File: config.mk
export PLATFORM = sky130hd
export DESIGN_NAME = sdram_state_ctrl_flat
export DESIGN_NICKNAME = d
export VERILOG_FILES = /design/src/rtl/sdram_state_ctrl_if.sv /design/src/rtl/sdram_state_ctrl.sv /design/src/flat_wrapper.sv
export SDC_FILE = /design/constraint.sdc
export NUM_CORES = 1
export LEC_CHECK = 0
export ABC_AREA = 1
export BUFFER_PORTS_ARGS = -buffer_cell sky130_fd_sc_hd__clkbuf_2
export CELL_PAD_IN_SITES_DETAIL_PLACEMENT = 0
export CELL_PAD_IN_SITES_GLOBAL_PLACEMENT = 2
export CORE_ASPECT_RATIO = 1.2
export CORE_UTILIZATION = 36
export CTS_CLUSTER_DIAMETER = 80
export DETAILED_ROUTE_END_ITERATION = 10
export GPL_TIMING_DRIVEN = 0
export PLACE_DENSITY_LB_ADDON = 0.1
export SETUP_SLACK_MARGIN = 0.02
export SYNTH_ARGS = -nofsm -noshare
export SYNTH_HDL_FRONTEND = slang
export SYNTH_SLANG_ARGS = --single-unit
File: constraint.sdc
create_clock -name clk_100m -period 7.3 [get_ports clk_100m]
set_input_delay 0.73 -clock clk_100m [delete_from_list [all_inputs] [get_ports clk_100m]]
set_output_delay 0.73 -clock clk_100m [all_outputs]
set_load 0.05 [all_outputs]
File: src/rtl/sdram_state_ctrl_if.sv
// Host/encoder-facing signal bundle of the SDRAM state sequencer.
// Handshake: sdwr_req/sdrd_req are levels that the host raises with a stable
// length code and keeps high until its transfer starts (sdram_busy rises and
// work_state leaves W_IDLE). sdwr_ack asks for one write word per cycle and
// sdrd_ack marks one valid read word per cycle. There is no back-pressure:
// the host must accept or supply a word on every ack cycle.
interface sdram_state_ctrl_if;
  logic       sdwr_req;
  logic       sdrd_req;
  logic [8:0] sdwr_bytes;
  logic [8:0] sdrd_bytes;
  logic [3:0] init_state;
  logic [3:0] work_state;
  logic [31:0] cnt_clk;
  logic       sys_r_wn;
  logic       sdram_init_done;
  logic       sdram_busy;
  logic       sdwr_ack;
  logic       sdrd_ack;

  modport master (
    output sdwr_req, sdrd_req, sdwr_bytes, sdrd_bytes,
    input  init_state, work_state, cnt_clk, sys_r_wn,
    input  sdram_init_done, sdram_busy, sdwr_ack, sdrd_ack
  );

  modport slave (
    input  sdwr_req, sdrd_req, sdwr_bytes, sdrd_bytes,
    output init_state, work_state, cnt_clk, sys_r_wn,
    output sdram_init_done, sdram_busy, sdwr_ack, sdrd_ack
  );
endinterface

File: src/rtl/sdram_state_ctrl.sv
// SDRAM command sequencer: power-up init, then refresh/write/read arbitration
// and the work FSM. State codes match the shared I_* / W_* encoding that the
// downstream command encoder decodes into SDRAM pins.
module sdram_state_ctrl #(
  parameter int T_200US    = 20000,
  parameter int T_RP       = 2,
  parameter int T_RFC      = 7,
  parameter int T_MRD      = 2,
  parameter int T_RCD      = 2,
  parameter int CAS_LAT    = 3,
  parameter int T_DAL      = 4,
  parameter int REF_PERIOD = 750
) (
  input  logic             clk_100m,
  input  logic             rst,
  sdram_state_ctrl_if.slave bus
);

  typedef enum logic [3:0] {
    I_NOP = 4'd0, I_PRECHARGE = 4'd1, I_TRP = 4'd2, I_AUTO_REFRESH1 = 4'd3,
    I_TRF1 = 4'd4, I_AUTO_REFRESH2 = 4'd5, I_TRF2 = 4'd6, I_MRS = 4'd7,
    I_TMRD = 4'd8, I_DONE = 4'd9
  } init_t;

  typedef enum logic [3:0] {
    W_IDLE = 4'd0, W_ACTIVE = 4'd1, W_TRCD = 4'd2, W_READ = 4'd3, W_CL = 4'd4,
    W_RD = 4'd5, W_RWAIT = 4'd6, W_WRITE = 4'd7, W_WD = 4'd8, W_TDAL = 4'd9,
    W_AR = 4'd10, W_TRFC = 4'd11
  } work_t;

  // Last cnt_clk value of each timed state (a state held N cycles leaves at N-1).
  localparam logic [31:0] NOP_LAST = 32'(T_200US - 1);
  localparam logic [31:0] RP_LAST  = 32'(T_RP - 1);
  localparam logic [31:0] RFC_LAST = 32'(T_RFC - 1);
  localparam logic [31:0] MRD_LAST = 32'(T_MRD - 1);
  localparam logic [31:0] RCD_LAST = 32'(T_RCD - 1);
  localparam logic [31:0] CL_LAST  = 32'(CAS_LAT - 2);
  localparam logic [31:0] DAL_LAST = 32'(T_DAL - 1);
  localparam logic [31:0] REF_LAST = 32'(REF_PERIOD - 1);

  init_t       init_state, init_nxt;
  work_t       work_state, work_nxt;
  logic [31:0] cnt_clk;
  logic        sys_r_wn;
  logic [8:0]  len;          // latched length code, words = len + 1
  logic        ref_flag;
  logic [31:0] ref_cnt;
  logic        init_done;
  logic        start_wr, start_rd, start_ref;
  logic        ref_wrap;

  assign init_done = (init_state == I_DONE);
  assign ref_wrap  = init_done && (ref_cnt == REF_LAST);

  // Init sequence next state; I_DONE is sticky until reset.
  always_comb begin
    init_nxt = init_state;
    case (init_state)
      I_NOP:           if (cnt_clk == NOP_LAST) init_nxt = I_PRECHARGE;
      I_PRECHARGE:     init_nxt = I_TRP;
      I_TRP:           if (cnt_clk == RP_LAST) init_nxt = I_AUTO_REFRESH1;
      I_AUTO_REFRESH1: init_nxt = I_TRF1;
      I_TRF1:          if (cnt_clk == RFC_LAST) init_nxt = I_AUTO_REFRESH2;
      I_AUTO_REFRESH2: init_nxt = I_TRF2;
      I_TRF2:          if (cnt_clk == RFC_LAST) init_nxt = I_MRS;
      I_MRS:           init_nxt = I_TMRD;
      I_TMRD:          if (cnt_clk == MRD_LAST) init_nxt = I_DONE;
      I_DONE:          init_nxt = I_DONE;
      default:         init_nxt = I_NOP;
    endcase
  end

  // Work FSM next state plus the one-cycle start strobes raised when leaving W_IDLE.
  always_comb begin
    work_nxt  = work_state;
    start_wr  = 1'b0;
    start_rd  = 1'b0;
    start_ref = 1'b0;
    case (work_state)
      W_IDLE: begin
        if (init_done) begin
          if (ref_flag) begin
            work_nxt  = W_AR;
            start_ref = 1'b1;
          end else if (bus.sdwr_req) begin
            work_nxt = W_ACTIVE;
            start_wr = 1'b1;
          end else if (bus.sdrd_req) begin
            work_nxt = W_ACTIVE;
            start_rd = 1'b1;
          end
        end
      end
      W_ACTIVE: work_nxt = W_TRCD;
      W_TRCD:   if (cnt_clk == RCD_LAST) work_nxt = sys_r_wn ? W_WRITE : W_READ;
      W_WRITE:  work_nxt = (len == 9'd0) ? W_TDAL : W_WD;
      W_WD:     if (cnt_clk == {23'd0, len} - 32'd1) work_nxt = W_TDAL;
      W_READ:   work_nxt = W_CL;
      W_CL:     if (cnt_clk == CL_LAST) work_nxt = W_RD;
      W_RD:     if (cnt_clk == {23'd0, len}) work_nxt = W_TDAL;
      W_TDAL:   if (cnt_clk == DAL_LAST) work_nxt = W_IDLE;
      W_AR:     work_nxt = W_TRFC;
      W_TRFC:   if (cnt_clk == RFC_LAST) work_nxt = W_IDLE;
      default:  work_nxt = W_IDLE;
    endcase
  end

  // State registers, shared dwell counter and per-transfer direction/length latch.
  always_ff @(posedge clk_100m or posedge rst) begin
    if (rst) begin
      init_state <= I_NOP;
      work_state <= W_IDLE;
      cnt_clk    <= 32'd0;
      sys_r_wn   <= 1'b1;
      len        <= 9'd0;
    end else begin
      init_state <= init_nxt;
      work_state <= work_nxt;
      if ((init_nxt != init_state) || (work_nxt != work_state)) cnt_clk <= 32'd0;
      else if (cnt_clk != 32'hFFFF_FFFF) cnt_clk <= cnt_clk + 32'd1;
      if (start_wr) begin
        sys_r_wn <= 1'b1;
        len      <= bus.sdwr_bytes;
      end else if (start_rd) begin
        sys_r_wn <= 1'b0;
        len      <= bus.sdrd_bytes;
      end
    end
  end

  // Refresh timer runs once init is done; a wrap raises ref_flag, W_AR entry
  // clears it (clear wins if both happen on the same edge, so no refresh is doubled).
  always_ff @(posedge clk_100m or posedge rst) begin
    if (rst) begin
      ref_cnt  <= 32'd0;
      ref_flag <= 1'b0;
    end else begin
      if (init_done) ref_cnt <= ref_wrap ? 32'd0 : ref_cnt + 32'd1;
      if (start_ref) ref_flag <= 1'b0;
      else if (ref_wrap) ref_flag <= 1'b1;
    end
  end

  assign bus.init_state      = init_state;
  assign bus.work_state      = work_state;
  assign bus.cnt_clk         = cnt_clk;
  assign bus.sys_r_wn        = sys_r_wn;
  assign bus.sdram_init_done = init_done;
  assign bus.sdram_busy      = ~init_done | (work_state != W_IDLE);
  assign bus.sdwr_ack        = (work_state == W_WRITE) || (work_state == W_WD);
  assign bus.sdrd_ack        = (work_state == W_RD);

endmodule

File: src/flat_wrapper.sv
// flat-port wrapper written by rule: the top's interface ports become plain ports
module sdram_state_ctrl_flat 
#(
  parameter int T_200US    = 20000,
  parameter int T_RP       = 2,
  parameter int T_RFC      = 7,
  parameter int T_MRD      = 2,
  parameter int T_RCD      = 2,
  parameter int CAS_LAT    = 3,
  parameter int T_DAL      = 4,
  parameter int REF_PERIOD = 750
)
  (clk_100m, rst, bus_sdwr_req, bus_sdrd_req, bus_sdwr_bytes, bus_sdrd_bytes, bus_init_state, bus_work_state, bus_cnt_clk, bus_sys_r_wn, bus_sdram_init_done, bus_sdram_busy, bus_sdwr_ack, bus_sdrd_ack);
  sdram_state_ctrl_if bus_i ();
  input  logic clk_100m;
  input  logic rst;
  input wire logic [$bits(bus_i.sdwr_req)-1:0] bus_sdwr_req;
  input wire logic [$bits(bus_i.sdrd_req)-1:0] bus_sdrd_req;
  input wire logic [$bits(bus_i.sdwr_bytes)-1:0] bus_sdwr_bytes;
  input wire logic [$bits(bus_i.sdrd_bytes)-1:0] bus_sdrd_bytes;
  output wire logic [$bits(bus_i.init_state)-1:0] bus_init_state;
  output wire logic [$bits(bus_i.work_state)-1:0] bus_work_state;
  output wire logic [$bits(bus_i.cnt_clk)-1:0] bus_cnt_clk;
  output wire logic [$bits(bus_i.sys_r_wn)-1:0] bus_sys_r_wn;
  output wire logic [$bits(bus_i.sdram_init_done)-1:0] bus_sdram_init_done;
  output wire logic [$bits(bus_i.sdram_busy)-1:0] bus_sdram_busy;
  output wire logic [$bits(bus_i.sdwr_ack)-1:0] bus_sdwr_ack;
  output wire logic [$bits(bus_i.sdrd_ack)-1:0] bus_sdrd_ack;
  assign bus_i.sdwr_req = bus_sdwr_req;
  assign bus_i.sdrd_req = bus_sdrd_req;
  assign bus_i.sdwr_bytes = bus_sdwr_bytes;
  assign bus_i.sdrd_bytes = bus_sdrd_bytes;
  assign bus_init_state = bus_i.init_state;
  assign bus_work_state = bus_i.work_state;
  assign bus_cnt_clk = bus_i.cnt_clk;
  assign bus_sys_r_wn = bus_i.sys_r_wn;
  assign bus_sdram_init_done = bus_i.sdram_init_done;
  assign bus_sdram_busy = bus_i.sdram_busy;
  assign bus_sdwr_ack = bus_i.sdwr_ack;
  assign bus_sdrd_ack = bus_i.sdrd_ack;
  sdram_state_ctrl #(.T_200US(T_200US), .T_RP(T_RP), .T_RFC(T_RFC), .T_MRD(T_MRD), .T_RCD(T_RCD), .CAS_LAT(CAS_LAT), .T_DAL(T_DAL), .REF_PERIOD(REF_PERIOD)) u_core (.clk_100m(clk_100m), .rst(rst), .bus(bus_i));
endmodule
==> results of run 1 <==
==> cells by family after synthesis <==
group / count (synthesis)
adders and majority gates: 6
DFF: 83
AOI/OAI and AO/OA: 61
xor gates and xnor gates: 46
buffers and inverters: 104
and+or+nand+nor: 429
==> layer usage <==
metal  vias to the layer above  share of wire (%)
met5                         -                  0
met3                        25                2.4
met2                        73                 51
met4                         0                2.9
li1                       2520                  -
met1                      2336                 44
==> power by group through the flow <==
stage | clock (mW) | combinational, mW | sequential [mW]
floorplan | 0 | 0.300 | 0.540
global placement | 0 | 0.445 | 0.502
detailed placement | 0 | 0.447 | 0.502
CTS | 0.517 | 0.448 | 0.494
global route | 0.533 | 0.484 | 0.496
finish | 0.499 | 0.439 | 0.494
==> layout by cell type (no fill, tap or decap), types with 9 or more instances in the layout <==
master	netlist	routed
nand2_1	164	164
nor2_1	98	98
inv_1	90	89
dfrtp_1	82	82
clkbuf_2	0	66
nand3_1	46	46
nor2_2	40	40
xor2_1	36	36
nor3_1	23	23
o21ai_0	22	22
nand4_1	16	16
nor4_1	14	14
a21oi_1	13	13
xnor2_1	10	10
o221ai_1	9	9
clkbuf_16	0	9
==> worst max-delay path: stages (launching register included) <==
cell      delay [ns]
dfrtp_1         0.42
inv_2           0.12
nand3_2         0.12
nor2_4          0.30
clkbuf_1        0.50
clkbuf_2        0.38
==> state kept, by name, summed over array words and instances, names as in the netlist <==
| register | count |
|---|---|
| u_core.ref_flag | 1 |
| u_core.len | 9 |
| u_core.bus.init_state | 4 |
| u_core.bus.work_state | 4 |
| u_core.ref_cnt | 32 |
| u_core.bus.sys_r_wn | 1 |
| u_core.bus.cnt_clk | 32 |
==> final timing paths <==
kind / start / end / slack [ns] / cells past startpoint
hold / removal: rst / u_core.ref_cnt[12] / 0.35 / 2
min in group clk_100m: u_core.ref_cnt[31] / u_core.ref_cnt[31] / 0.47 / 1
setup reg to reg: u_core.bus.cnt_clk[1] / u_core.bus.cnt_clk[7] / 4.82 / 14
setup / recovery: u_core.bus.init_state[2] / bus_sdram_init_done / 4.38 / 5
max in group asynchronous: rst / u_core.bus.cnt_clk[0] / 6.31 / 3
hold reg to reg: u_core.ref_cnt[31] / u_core.ref_cnt[31] / 0.47 / 1
==> final cells by class <==
type | count | area share [%]
timing repair buffer | 67 | 5.66
tap | 200 | 3.96
inverter | 95 | 5.68
clock inverter | 6 | 1.43
buffer | 9 | 1.03
multi-input combinational | 542 | 45.7
sequential | 83 | 32.9
clock buffer | 10 | 3.62
==> metrics by stage <==
step	hold slack, ns	util [%]	worst slack (ns)
floorplan	0.442	-	4.31
global placement	0.457	41.1	3.16
detailed placement	0.459	41.3	4.71
CTS	0.358	43.5	4.32
global route	0.378	43.5	4.20
finish	0.352	43.5	4.38
==> metrics.csv, run 1 <==
metric,value,unit
critPathMaxFanout,10,
areaGrowthSynthToFinish,17.2,%
fp.dieH,136,um
slew_headroom,60.9,%
hp-class,in -> async,
clk_pin_slew,0.07,ns
crit_required,6.57,ns
tritoncts,built,
multiInputGateArea,2890,um^2
yosysTopAreaCellShare,38.1,%
crit_type,reg -> out,
insertedDiodeCount,0,
cts_resized,0,
fin_crit,2.92,ns
drv_cap,0,
outcome,"finished, final reports clean",
grt_use_met1,25.6,%
final.period_utilization,40.1,%
grtUsageMet2,37.1,%
p_int,0.895,mW
dpl-instance-area,6000,um^2
cts_made_buffers,9,
post_cts_buffers,0,
setup_viol,0,
synth_top_family_by_area,simple AND/OR/NAND/NOR gates,
fp.dieW,114,um
rsz0062_at_grt,no,
cts_root_buffer,clkbuf_16,
yosysSeqAreaShare,38.6,%
grt_pass1_wl,25.2,mm
skew,0.00577,ns
yosys_most_used_dff,dfrtp_1,
place_hpwl,11.9,mm
synthTopCellsByArea,"dfrtp_1 38%, nand2_1 11%, nor2_1 6.8%, inv_1 6.3%, xor2_1 5.8%",
netlist_area,5390,um^2
p_comb_share,30.6,%
grt_busiest_layer,met2,
power.share.clock,34.9,%
antenna_found_initial,0,
clock.fmax,0.342,GHz
grt_max_degree,59,
insertion_delay,0.35,ns
p_total,1.43,mW
p_per_area,227,nW/um^2
grt_util_all_layers,21.2,%
p_leak,2.95,nW
yosys.area_share.xor_xnor,7.47,%
synth_edf_count,0,
swShare,37.5,%
arrival,2.19,ns
place_inst,996,
p_switching,0.537,mW
wl_per_cell,14.8,um
gr-total-overflow,0,
synth_fa_ha_area_share,1.39,%
wirelength,15.0,mm
regArea,2080,um^2
dr.pass1.iters,5,
ys_top_cells_by_count,"164 x nand2_1, 98 x nor2_1, 90 x inv_1",
rows,48,
synth_seq_cells,83,
design.die.area,15500,um^2
portBuffers,66,
ys.warnings.count,0,
via_count,4954,
design_area,6320,um^2
h-tree-depth,3,
synth_compound_area_share,7.22,%
hold_buffers,0,
ant_nets,0,
synthSimpleGateAreaFrac,37.5,%
clock-sinks,83,
yosys.area.top_type,dfrtp_1,
netlist_instances,729,
fp.coreArea,14500,um^2
gp_congestion,0.809,
viasPerCell,4.90,
worst_slew_pin_slew,0.586,ns
io_pins,67,
fin_cells,1012,
fillers,1559,
synthMuxAreaShare,0,%
ys_types,43,
ys_async_sr_fraction,100,%
grt_use_met3,2.72,%
startpoint_type,flop,
synth_nets,757,
sequentialPowerShare,34.5,%
setup-tns-final,0,ns
synth_most_common_cell,nand2_1,
initial_utilization,37.1,%
drive_above_1_share,18.8,%
vdd_drop_max,0.136,mV
drt_iter0_markers,172,
syn_area_per_cell,7.39,um^2
hold_violations,0,
nets,835,
slew_violations,0,
grt_pass1_vias,5027,
clk_path_buf_depth,2,
end_kind,primary output,
drc,0,
(Power assumes the default switching activity.)
==> run 2, diff against run 1 <==
--- a/config.mk
+++ b/config.mk
@@ -10,7 +10,7 @@
 export CELL_PAD_IN_SITES_DETAIL_PLACEMENT = 0
 export CELL_PAD_IN_SITES_GLOBAL_PLACEMENT = 2
 export CORE_ASPECT_RATIO = 1.2
-export CORE_UTILIZATION = 36
+export CORE_UTILIZATION = 30
 export CTS_CLUSTER_DIAMETER = 80
 export DETAILED_ROUTE_END_ITERATION = 10
 export GPL_TIMING_DRIVEN = 0
==> constraint.sdc (replaced) <==
create_clock -name clk_100m -period 2.52 [get_ports clk_100m]
set_input_delay 0.252 -clock clk_100m [delete_from_list [all_inputs] [get_ports clk_100m]]
set_output_delay 0.252 -clock clk_100m [all_outputs]
set_load 0.05 [all_outputs]
==> run 2 against run 1 <==
  * Sequential share of layout area is 0.38 points lower
  * Die area increased by 20%
  * Count of clock-buffer cells in the layout did not move
  * Power grew to 2.9 times the previous value
  * Global-route usage decreased by 2.8 points
  * Routed wire length is 6.4% higher
  * Critical path type is now reg -> reg
  * Largest power group is now sequential cells
==> metrics.csv, run 2 (synthesized netlist as in run 1, its figures left out) <==
metric,value,unit,change
layout_commonest_cell,nand2_1,,
fillers,1879,,+21%
grt_util_all_layers,18.4,%,-2.8 points
cts_made_buffers,9,,unchanged
clk_path_buf_depth,2,,unchanged
critPathMaxFanout,10,,unchanged
grt_use_met1,22.0,%,-3.6 points
worst_slew_pin_slew,0.599,ns,+0.0127 ns
slew_headroom,60.1,%,-0.84 points
setup_viol,0,,unchanged
outcome,"finished, final reports clean",,
grt_busiest_layer,met2,,
dr.pass1.iters,4,,-1
grt_use_met3,2.19,%,-0.53 points
fin_crit,2.33,ns,
clock.fmax,0.429,GHz,
rsz0062_at_grt,no,,
crit_type,reg -> reg,,
slew_violations,0,,unchanged
h-tree-depth,3,,unchanged
wirelength,16.0,mm,+6.4%
nets,838,,+0.36%
end_kind,flop,,
rr_endpoint,u_core.bus.cnt_clk[2],,
startpoint,u_core.bus.cnt_clk[0],,
r2r_start,u_core.bus.cnt_clk[0],,
clock-sinks,83,,unchanged
clk_pin_slew,0.07,ns,about the same
reg2reg_slack,0.19,ns,-4.63 ns
place_hpwl,12.6,mm,+6.2%
p_per_area,636,nW/um^2,+180%
fp.dieH,149,um,+9.4%
skew,0.00523,ns,-0.000537 ns
drv_cap,0,,unchanged
largest_registers,"u_core.bus.cnt_clk: 32 flops, u_core.ref_cnt: 32 flops, u_core.len: 9 flops",,
reg2reg_depth,13,,-1
regArea,2090,um^2,+0.36%
tritoncts,built,,
design.die.area,18500,um^2,+20%
crit_path_end,u_core.bus.cnt_clk[2],,
arrival,2.61,ns,+0.42 ns
via_count,4988,,+0.69%
rows,53,,+10%
startpoint_type,flop,,
vdd_drop_max,0.364,mV,+170%
io_pins,67,,unchanged
fp.coreArea,17600,um^2,+21%
wl_per_cell,15.4,um,+4.1%
drc,0,,unchanged
ant_nets,0,,unchanged
insertedDiodeCount,0,,unchanged
grt_pass1_vias,5175,,+2.9%
crit_required,2.80,ns,-3.77 ns
fp.dieW,124,um,+9.4%
drive_above_1_share,22.0,%,+3.1 points
grtUsageMet2,33.4,%,-3.7 points
initial_utilization,30.7,%,-6.4 points
multiInputGateArea,2960,um^2,+2.3%
final.period_utilization,92.6,%,
viasPerCell,4.82,,-1.6%
p_leak,2.94,nW,-0.24%
whs,0.196,ns,-0.157 ns
portBuffers,66,,unchanged
drt_iter0_markers,254,,+48%
antenna_found_initial,0,,unchanged
insertion_delay,0.35,ns,about the same
gp_congestion,0.843,,+4.2%
final_cell_mix,"164 x nand2_1, 88 x inv_1, 88 x nor2_1, 76 x dfrtp_1, 68 x clkbuf_2",,
grt_max_degree,59,,unchanged
gr-total-overflow,0,,unchanged
post-route-util,36.5,%,-7.0 points
hp-class,in -> reg,,
areaGrowthSynthToFinish,19.1,%,
grt_pass1_wl,26.7,mm,+5.9%
cts_root_buffer,clkbuf_16,,
hold_violations,0,,unchanged
## run 2: per-stage QoR
stage	worst slack (ns)	instance area, um^2	power [mW]	cells	TNS (ns)
finish	0.188	6420	4.08	1035	0
global route	0.0220	6420	4.31	1035	0
CTS	0.0333	6340	4.14	1033	0
detailed placement	-0.0546	6030	2.78	1016	-1.25
global placement	-1.22	6000	2.77	1015	-100.31
floorplan	0.0874	5390	2.43	729	0
## run 2: cell type report
cell class / instances / area share (%)
plain buffers: 9 / 1.09
well taps: 220 / 4.29
repair buffers: 70 / 5.97
inverters: 95 / 5.60
clock buffers: 10 / 3.72
clock inverters: 6 / 0.760
flip-flops and latches: 83 / 32.5
multi-input cells: 542 / 46.1
## run 2: how the worst min path moves through the flow
stage | start | to | slack, ns | cells after the start
after floorplan | u_core.ref_cnt[31] | u_core.ref_cnt[31] | 0.44 | 1
after global placement | u_core.ref_cnt[31] | u_core.ref_cnt[31] | 0.46 | 1
after detailed placement | rst | u_core.ref_cnt[10] | 0.26 | 2
after CTS | bus_sdwr_bytes[5] | u_core.len[5] | 0.19 | 3
after global routing | bus_sdwr_bytes[5] | u_core.len[5] | 0.22 | 3
final | bus_sdwr_bytes[5] | u_core.len[5] | 0.20 | 3
## run 2: critical path, cell delays in order (launching register included)
cell	delay, ns
dfrtp_2	0.45
inv_2	0.12
ha_1	0.16
nand3_1	0.10
nor2_2	0.16
nand2_1	0.10
o21ai_4	0.22
nand2_2	0.08
nand2_1	0.06
nand2_1	0.09
nor3_2	0.23
nand3_4	0.18
buf_6	0.21
nor2_2	0.08
## run 2: metal layers
metal	up-vias	wire [um]
met3	19	377
met5	-	0
li1	2529	-
met1	2370	6930
met4	0	331
met2	70	8340
## run 2: repair_timing
item / CTS / global route
setup endpoints to repair: 31 / 41
endpoints found under the hold margin: 24 / 0
setup buffers: 0 / 2
gates resized for setup: 3 / 25
pin swaps: 0 / 2
hold buffers: 1 / 0
gates cloned: 0 / 0
## run 2: power breakdown
group / total (mW) / switching [mW] / internal [mW] / leakage (nW)
registers: 1.43 / 0.0600 / 1.37 / 1.10
clock network: 1.32 / 0.613 / 0.703 / 0.131
logic: 1.33 / 0.965 / 0.368 / 1.71
total: 4.08 / 1.64 / 2.45 / 2.94
